### src/rtl/prog_loader.sv
// rtl/prog_loader.sv - serial config loader for the fabric chain; optional CRC-8 check under PROG_LOADER_CRC_EN
module prog_loader #(
  parameter int CHAIN_LEN = 24,
  parameter int WORD_W    = 8
) (
  input  logic              prog_clk,
  input  logic              prog_rst_n,
  input  logic              start,
  input  logic [WORD_W-1:0] cfg_data,
  input  logic              cfg_valid,
  output logic              cfg_ready,
  output logic              prog_in,
  output logic              prog_en,
  input  logic              prog_out,
  output logic              busy,
  output logic              done,
  output logic              err,
  output logic              crc_err
);

  localparam int NWORDS = (CHAIN_LEN + WORD_W - 1) / WORD_W;
  localparam int BCW    = $clog2(CHAIN_LEN + 1);
  localparam int WCW    = $clog2(NWORDS + 1);
  localparam int LCW    = $clog2(WORD_W);

  localparam logic [BCW-1:0] LAST_BIT  = BCW'(CHAIN_LEN);
  localparam logic [WCW-1:0] MAX_WORDS = WCW'(NWORDS);
  localparam logic [LCW-1:0] FULL_LEFT = LCW'(WORD_W - 1);

`ifdef PROG_LOADER_CRC_EN
  typedef enum logic [2:0] {S_IDLE, S_PRIME, S_SHIFT, S_CHECK, S_FINISH} state_t;
`else
  typedef enum logic [2:0] {S_IDLE, S_PRIME, S_SHIFT, S_FINISH} state_t;
`endif

  state_t            state_q, state_d;
  logic [WORD_W-1:0] sreg_q, sreg_d;       // bits of the current word still to drive, MSB aligned
  logic [LCW-1:0]    left_q, left_d;       // bits remaining in sreg
  logic [WORD_W-1:0] hold_q, hold_d;       // one-word prefetch buffer
  logic              hold_vld_q, hold_vld_d;
  logic [BCW-1:0]    bit_cnt_q, bit_cnt_d;
  logic [WCW-1:0]    word_cnt_q, word_cnt_d;
  logic              prog_en_q, prog_en_d;
  logic              prog_in_q, prog_in_d;
  logic              busy_q, busy_d;
  logic              err_q, err_d;
  logic              cfg_ready_c;
  logic              done_c;
  logic              crc_shift_c;          // a chain bit is driven on this edge
  logic              crc_clr_c;
  logic              crc_chk_c;            // trailing CRC word accepted this edge
  logic              accept;
  logic [WORD_W-1:0] next_word;

  assign accept    = cfg_valid && cfg_ready_c;
  assign next_word = hold_vld_q ? hold_q : cfg_data;

  // Next-state, datapath and handshake decode for the load sequence
  always_comb begin
    state_d     = state_q;
    sreg_d      = sreg_q;
    left_d      = left_q;
    hold_d      = hold_q;
    hold_vld_d  = hold_vld_q;
    bit_cnt_d   = bit_cnt_q;
    word_cnt_d  = word_cnt_q;
    prog_en_d   = prog_en_q;
    prog_in_d   = prog_in_q;
    busy_d      = busy_q;
    err_d       = err_q;
    cfg_ready_c = 1'b0;
    done_c      = 1'b0;
    crc_shift_c = 1'b0;
    crc_clr_c   = 1'b0;
    crc_chk_c   = 1'b0;

    case (state_q)
      S_IDLE: begin
        if (start) begin
          state_d    = S_PRIME;
          busy_d     = 1'b1;
          err_d      = 1'b0;
          bit_cnt_d  = '0;
          word_cnt_d = '0;
          hold_vld_d = 1'b0;
          crc_clr_c  = 1'b1;
        end
      end

      S_PRIME: begin
        cfg_ready_c = 1'b1;
        if (cfg_valid) begin
          sreg_d      = {cfg_data[WORD_W-2:0], 1'b0};
          left_d      = FULL_LEFT;
          prog_en_d   = 1'b1;
          prog_in_d   = cfg_data[WORD_W-1];
          bit_cnt_d   = BCW'(1);
          word_cnt_d  = word_cnt_q + 1'b1;
          crc_shift_c = 1'b1;
          state_d     = S_SHIFT;
        end
      end

      S_SHIFT: begin
        cfg_ready_c = !hold_vld_q && (word_cnt_q < MAX_WORDS);
        if (accept) begin
          word_cnt_d = word_cnt_q + 1'b1;
        end
        if (bit_cnt_q == LAST_BIT) begin
          // Last bit has just been sampled by the chain; the falling enable latches it.
          prog_en_d = 1'b0;
          prog_in_d = 1'b0;
`ifdef PROG_LOADER_CRC_EN
          state_d   = S_CHECK;
`else
          state_d   = S_FINISH;
`endif
        end else if (left_q != '0) begin
          prog_in_d   = sreg_q[WORD_W-1];
          sreg_d      = {sreg_q[WORD_W-2:0], 1'b0};
          left_d      = left_q - 1'b1;
          bit_cnt_d   = bit_cnt_q + 1'b1;
          crc_shift_c = 1'b1;
          if (accept) begin
            hold_d     = cfg_data;
            hold_vld_d = 1'b1;
          end
        end else if (hold_vld_q || accept) begin
          // Word boundary: take the prefetched word, or the one arriving right now.
          prog_in_d   = next_word[WORD_W-1];
          sreg_d      = {next_word[WORD_W-2:0], 1'b0};
          left_d      = FULL_LEFT;
          hold_vld_d  = 1'b0;
          bit_cnt_d   = bit_cnt_q + 1'b1;
          crc_shift_c = 1'b1;
        end else begin
          // Underrun: stop shifting so the chain latches what it has.
          prog_en_d = 1'b0;
          prog_in_d = 1'b0;
          err_d     = 1'b1;
          state_d   = S_FINISH;
        end
      end

`ifdef PROG_LOADER_CRC_EN
      S_CHECK: begin
        cfg_ready_c = 1'b1;
        if (cfg_valid) begin
          crc_chk_c = 1'b1;
          state_d   = S_FINISH;
        end
      end
`endif

      S_FINISH: begin
        done_c  = 1'b1;
        busy_d  = 1'b0;
        state_d = S_IDLE;
      end

      default: state_d = S_IDLE;
    endcase
  end

  // State and datapath registers
  always_ff @(posedge prog_clk or negedge prog_rst_n) begin
    if (!prog_rst_n) begin
      state_q    <= S_IDLE;
      sreg_q     <= '0;
      left_q     <= '0;
      hold_q     <= '0;
      hold_vld_q <= 1'b0;
      bit_cnt_q  <= '0;
      word_cnt_q <= '0;
      prog_en_q  <= 1'b0;
      prog_in_q  <= 1'b0;
      busy_q     <= 1'b0;
      err_q      <= 1'b0;
    end else begin
      state_q    <= state_d;
      sreg_q     <= sreg_d;
      left_q     <= left_d;
      hold_q     <= hold_d;
      hold_vld_q <= hold_vld_d;
      bit_cnt_q  <= bit_cnt_d;
      word_cnt_q <= word_cnt_d;
      prog_en_q  <= prog_en_d;
      prog_in_q  <= prog_in_d;
      busy_q     <= busy_d;
      err_q      <= err_d;
    end
  end

`ifdef PROG_LOADER_CRC_EN
  logic [7:0] crc_q, crc_d;
  logic       crc_err_q, crc_err_d;
  logic       unused_prog_out;

  assign unused_prog_out = prog_out;

  // CRC-8 (poly 0x07) over each driven chain bit, compared against the trailing word
  always_comb begin
    crc_d     = crc_q;
    crc_err_d = crc_err_q;
    if (crc_clr_c) begin
      crc_d     = 8'h00;
      crc_err_d = 1'b0;
    end else if (crc_shift_c) begin
      crc_d = {crc_q[6:0], 1'b0} ^ ((crc_q[7] ^ prog_in_d) ? 8'h07 : 8'h00);
    end
    if (crc_chk_c) begin
      crc_err_d = (cfg_data[7:0] != crc_q);
    end
  end

  // CRC accumulator and sticky mismatch flag
  always_ff @(posedge prog_clk or negedge prog_rst_n) begin
    if (!prog_rst_n) begin
      crc_q     <= 8'h00;
      crc_err_q <= 1'b0;
    end else begin
      crc_q     <= crc_d;
      crc_err_q <= crc_err_d;
    end
  end

  assign crc_err = crc_err_q;
`else
  logic unused_crc_sigs;

  assign unused_crc_sigs = prog_out ^ crc_shift_c ^ crc_clr_c ^ crc_chk_c;
  assign crc_err         = 1'b0;
`endif

  assign cfg_ready = cfg_ready_c;
  assign done      = done_c;
  assign prog_in   = prog_in_q;
  assign prog_en   = prog_en_q;
  assign busy      = busy_q;
  assign err       = err_q;

endmodule

### config.mk
export PLATFORM = sky130hd
export DESIGN_NAME = prog_loader
export DESIGN_NICKNAME = d
export VERILOG_FILES = /design/src/rtl/prog_loader.sv
export SDC_FILE = /design/constraint.sdc
export NUM_CORES = 1
export LEC_CHECK = 0
export CORE_MARGIN = 2
export CORE_UTILIZATION = 38
export DETAILED_ROUTE_END_ITERATION = 6
export SLEW_MARGIN = 20
export SYNTH_ARGS = -nofsm -noshare
export SYNTH_HDL_FRONTEND = slang
export SYNTH_SLANG_ARGS = --single-unit
### constraint.sdc
create_clock -name prog_clk -period 2.4 [get_ports prog_clk]
set_clock_uncertainty 0.15 [all_clocks]
set_input_delay 0.72 -clock prog_clk [delete_from_list [all_inputs] [get_ports prog_clk]]
set_output_delay 0.72 -clock prog_clk [all_outputs]
set_load 0.05 [all_outputs]
==> flow_summary_export.csv <==
group,metric,value,unit
detailed_routing,drc_errors,0,
detailed_routing,vias,1488,
power_and_ir_drop,p_leak,1.13,nW
power_and_ir_drop,seq_power_share,0.274,
global_route,grt_overflow,0,
detailed_routing,antenna_left,0,
logic_synthesis,synth_area,1950,um^2
final_layout,fill_cells,490,
placed_design,place_hpwl,2.87,mm
logic_synthesis,ys_seq_area_frac,0.412,
sta,fin_hold_ws,320,ps
floorplanning,die_x,75.6,um
detailed_routing,viasPerCell,5.01,
status,outcome,"completed",
critical_path,worst-setup-path-type,"reg2out",
critical_path,endpoint_kind,"output pin",
final_layout,final_common_cell,"dfrtp_1",
power_and_ir_drop,switching_share,0.391,
power_and_ir_drop,pwr-share-clk,0.155,
clock_network,insertion_delay,290,ps
power_and_ir_drop,power.switching,1.31,mW
clock_network,cts_tree,"done",
final_layout,final_cell_mix,"31 x dfrtp_1, 22 x buf_4, 19 x mux2_2, 13 x nand2_1",
logic_synthesis,synth_enable_flop_cells,0,
final_layout,n_antenna_cell,0,
critical_path,cp_max_fo,2,
floorplanning,die_h,75.6,um
placed_design,portBuffers,17,
floorplanning,boundaryPins,20,
clock_network,clock_sinks,32,
sta,rsz0062_at_grt,"true",
sta,max_freq,425,MHz
logic_synthesis,ys_async_sr_fraction,1.00,
global_route,grt_pass1_vias,1425,
global_route,grt_first_pass_wirelength,6.61,mm
logic_synthesis,ys_types,45,
sta,slew_violations,0,
power_and_ir_drop,ir_drop,0.000505,V
logic_synthesis,synth_cells,192,
floorplanning,start_util,0.388,
detailed_routing,drt_iter0_markers,69,
detailed_routing,drtPass1Iterations,4,
logic_synthesis,postSynthNetCount,215,
final_layout,final_cells,297,
critical_path,worstPathArrival,1480,ps
clock_network,ctsHtreeMaxLevel,2,
clock_network,root_buffer,"clkbuf_8",
clock_network,path_clk_slew,70,ps
critical_path,startpoint_type,"flop",
logic_synthesis,synthFlopType,"dfrtp_1",
floorplanning,fp-row-count,26,
clock_network,cts_buffers,5,
flow_run,drv_cap,0,
global_route,grt_max_degree,33,
clock_network,cts_hold_buf,0,
global_route,grt_antenna_before_repair,0,
sta,fin_crit_sh,0.980,
power_and_ir_drop,p_int,2.03,mW
clock_network,clockBufferDepth,2,
detailed_routing,wl,4.01,mm
sta,finalCriticalPeriod,2350,ps
sta,final_hold_viol_count,0,
floorplanning,die-area,5710,um^2
detailed_routing,wire_per_inst,13.5,um
critical_path,cp.required,1530,ps
power_and_ir_drop,p_comb_frac,0.572,
hold_path,min_path_type,"reg2reg",
logic_synthesis,ys_ff_latch,32,
placed_design,dpl.cell_count,286,
logic_synthesis,postSynthAreaPerCell,10.1,um^2
floorplanning,core_area,5010,um^2
placed_design,gp_congestion,0.821,
power_and_ir_drop,p_per_area,1340,nW/um^2
final_layout,final_nets,249,
logic_synthesis,synth.yosys.warnings,0,
final_layout,areaGrowthSynthToFinish,27.7,%
sta,setup_viol,0,
global_route,grt_usage,0.154,
final_layout,drive_gt1_frac,0.295,
==> stage by stage <==
step	util	area (um^2)	setup slack [ps]	total power, mW	setup TNS (ps)
3_5_place_dp	0.462	2310	-203	2.74	-4000
2_1_floorplan	-	1950	159	2.15	0
4_1_cts	0.495	2480	1.59	3.38	0
5_1_grt	0.496	2480	-41.6	3.62	-41.6
6_report	0.496	2480	47.0	3.33	0
3_3_place_gp	0.462	2310	-196	2.70	-3910
==> worst paths after layout <==
path,startpoint,to,slack [ps],cells after the start
worst max-delay path,state_q[0]$_DFFE_PN0P_,cfg_ready,50,5
worst min-delay path,left_q[0]$_DFFE_PN0P_,left_q[0]$_DFFE_PN0P_,320,1
worst max register to register,state_q[0]$_DFFE_PN0P_,sreg_q[5]$_DFFE_PN0P_,280,6
worst min register to register,left_q[0]$_DFFE_PN0P_,left_q[0]$_DFFE_PN0P_,320,1
max in group asynchronous,prog_rst_n,state_q[1]$_DFFE_PN0P_,1090,2
min in group asynchronous,prog_rst_n,left_q[1]$_DFFE_PN0P_,680,2
==> timing repair <==
action                     4_1_cts  5_1_grt
buffers inserted                 3        0
setup endpoints to repair        1        1
resized for setup                7        2
==> cell usage after synthesis, drive strengths merged (3+ instances only) <==
master | number | area share
dfrtp | 32 | 0.41
mux2 | 19 | 0.11
nand2 | 13 | 0.025
o21ai | 13 | 0.035
nand3 | 12 | 0.033
nor2 | 11 | 0.021
ha | 10 | 0.064
inv | 10 | 0.019
mux2i | 10 | 0.051
buf | 8 | 0.027
a21oi | 6 | 0.015
nand2b | 5 | 0.016
nor2b | 4 | 0.013
and2 | 3 | 0.0096
and3 | 3 | 0.0096
clkbuf | 3 | 0.0058
==> area by class of cell <==
class                           instances  area, um^2  share of cell area
Clock buffer                            5        68.8              0.0277
Tap cell                               70        87.6              0.0353
Inverter                               10        37.5              0.0151
Multi-Input combinational cell        139        1080               0.435
Sequential cell                        32         802               0.323
Timing Repair Buffer                   38         365               0.147
Clock inverter                          3        42.5              0.0171
==> worst max-delay path, cell delays in order, from the launching register on <==
cell	delay (ps)
dfrtp_1	390
inv_2	110
ha_4	160
nor3b_4	200
o21a_1	190
buf_12	150
==> state kept, by name, summed over array words and instances, names as in the netlist <==
signal,flops
busy,1
prog_in,1
prog_en,1
left_q,3
state_q,2
sreg_q,7
hold_vld_q,1
hold_q,8
err,1
word_cnt_q,2
bit_cnt_q,5
==> logic make-up (layout without fill, tap and decap cells) <==
logic type / Yosys count / after routing / synth area share
flops: 32 / 32 / 0.412
mux: 29 / 29 / 0.161
buf+inv: 21 / 56 / 0.0521
simple gates: 61 / 61 / 0.176
compound gates: 38 / 38 / 0.133
other cells: 1 / 1 / 0.00193
fa+ha+maj: 10 / 10 / 0.0643
==> routing by layer <==
metal | vias to the layer above | GRT usage | routed length (um)
met5 | - | 0 | 0
met4 | 0 | 0.0409 | 36
met3 | 4 | 0.0384 | 113
met2 | 17 | 0.244 | 1880
met1 | 716 | 0.210 | 1980
li1 | 751 | - | -
==> power by group through the flow <==
stage          clock [mW]  combinational, mW  sequential [mW]
2_1_floorplan           0               1.19            0.966
3_3_place_gp            0               1.79            0.912
3_5_place_dp            0               1.82            0.920
4_1_cts             0.534               1.94            0.910
5_1_grt             0.568               2.10            0.944
6_report            0.516               1.91            0.913
No activity file was read; power rests on OpenSTA's default activity.
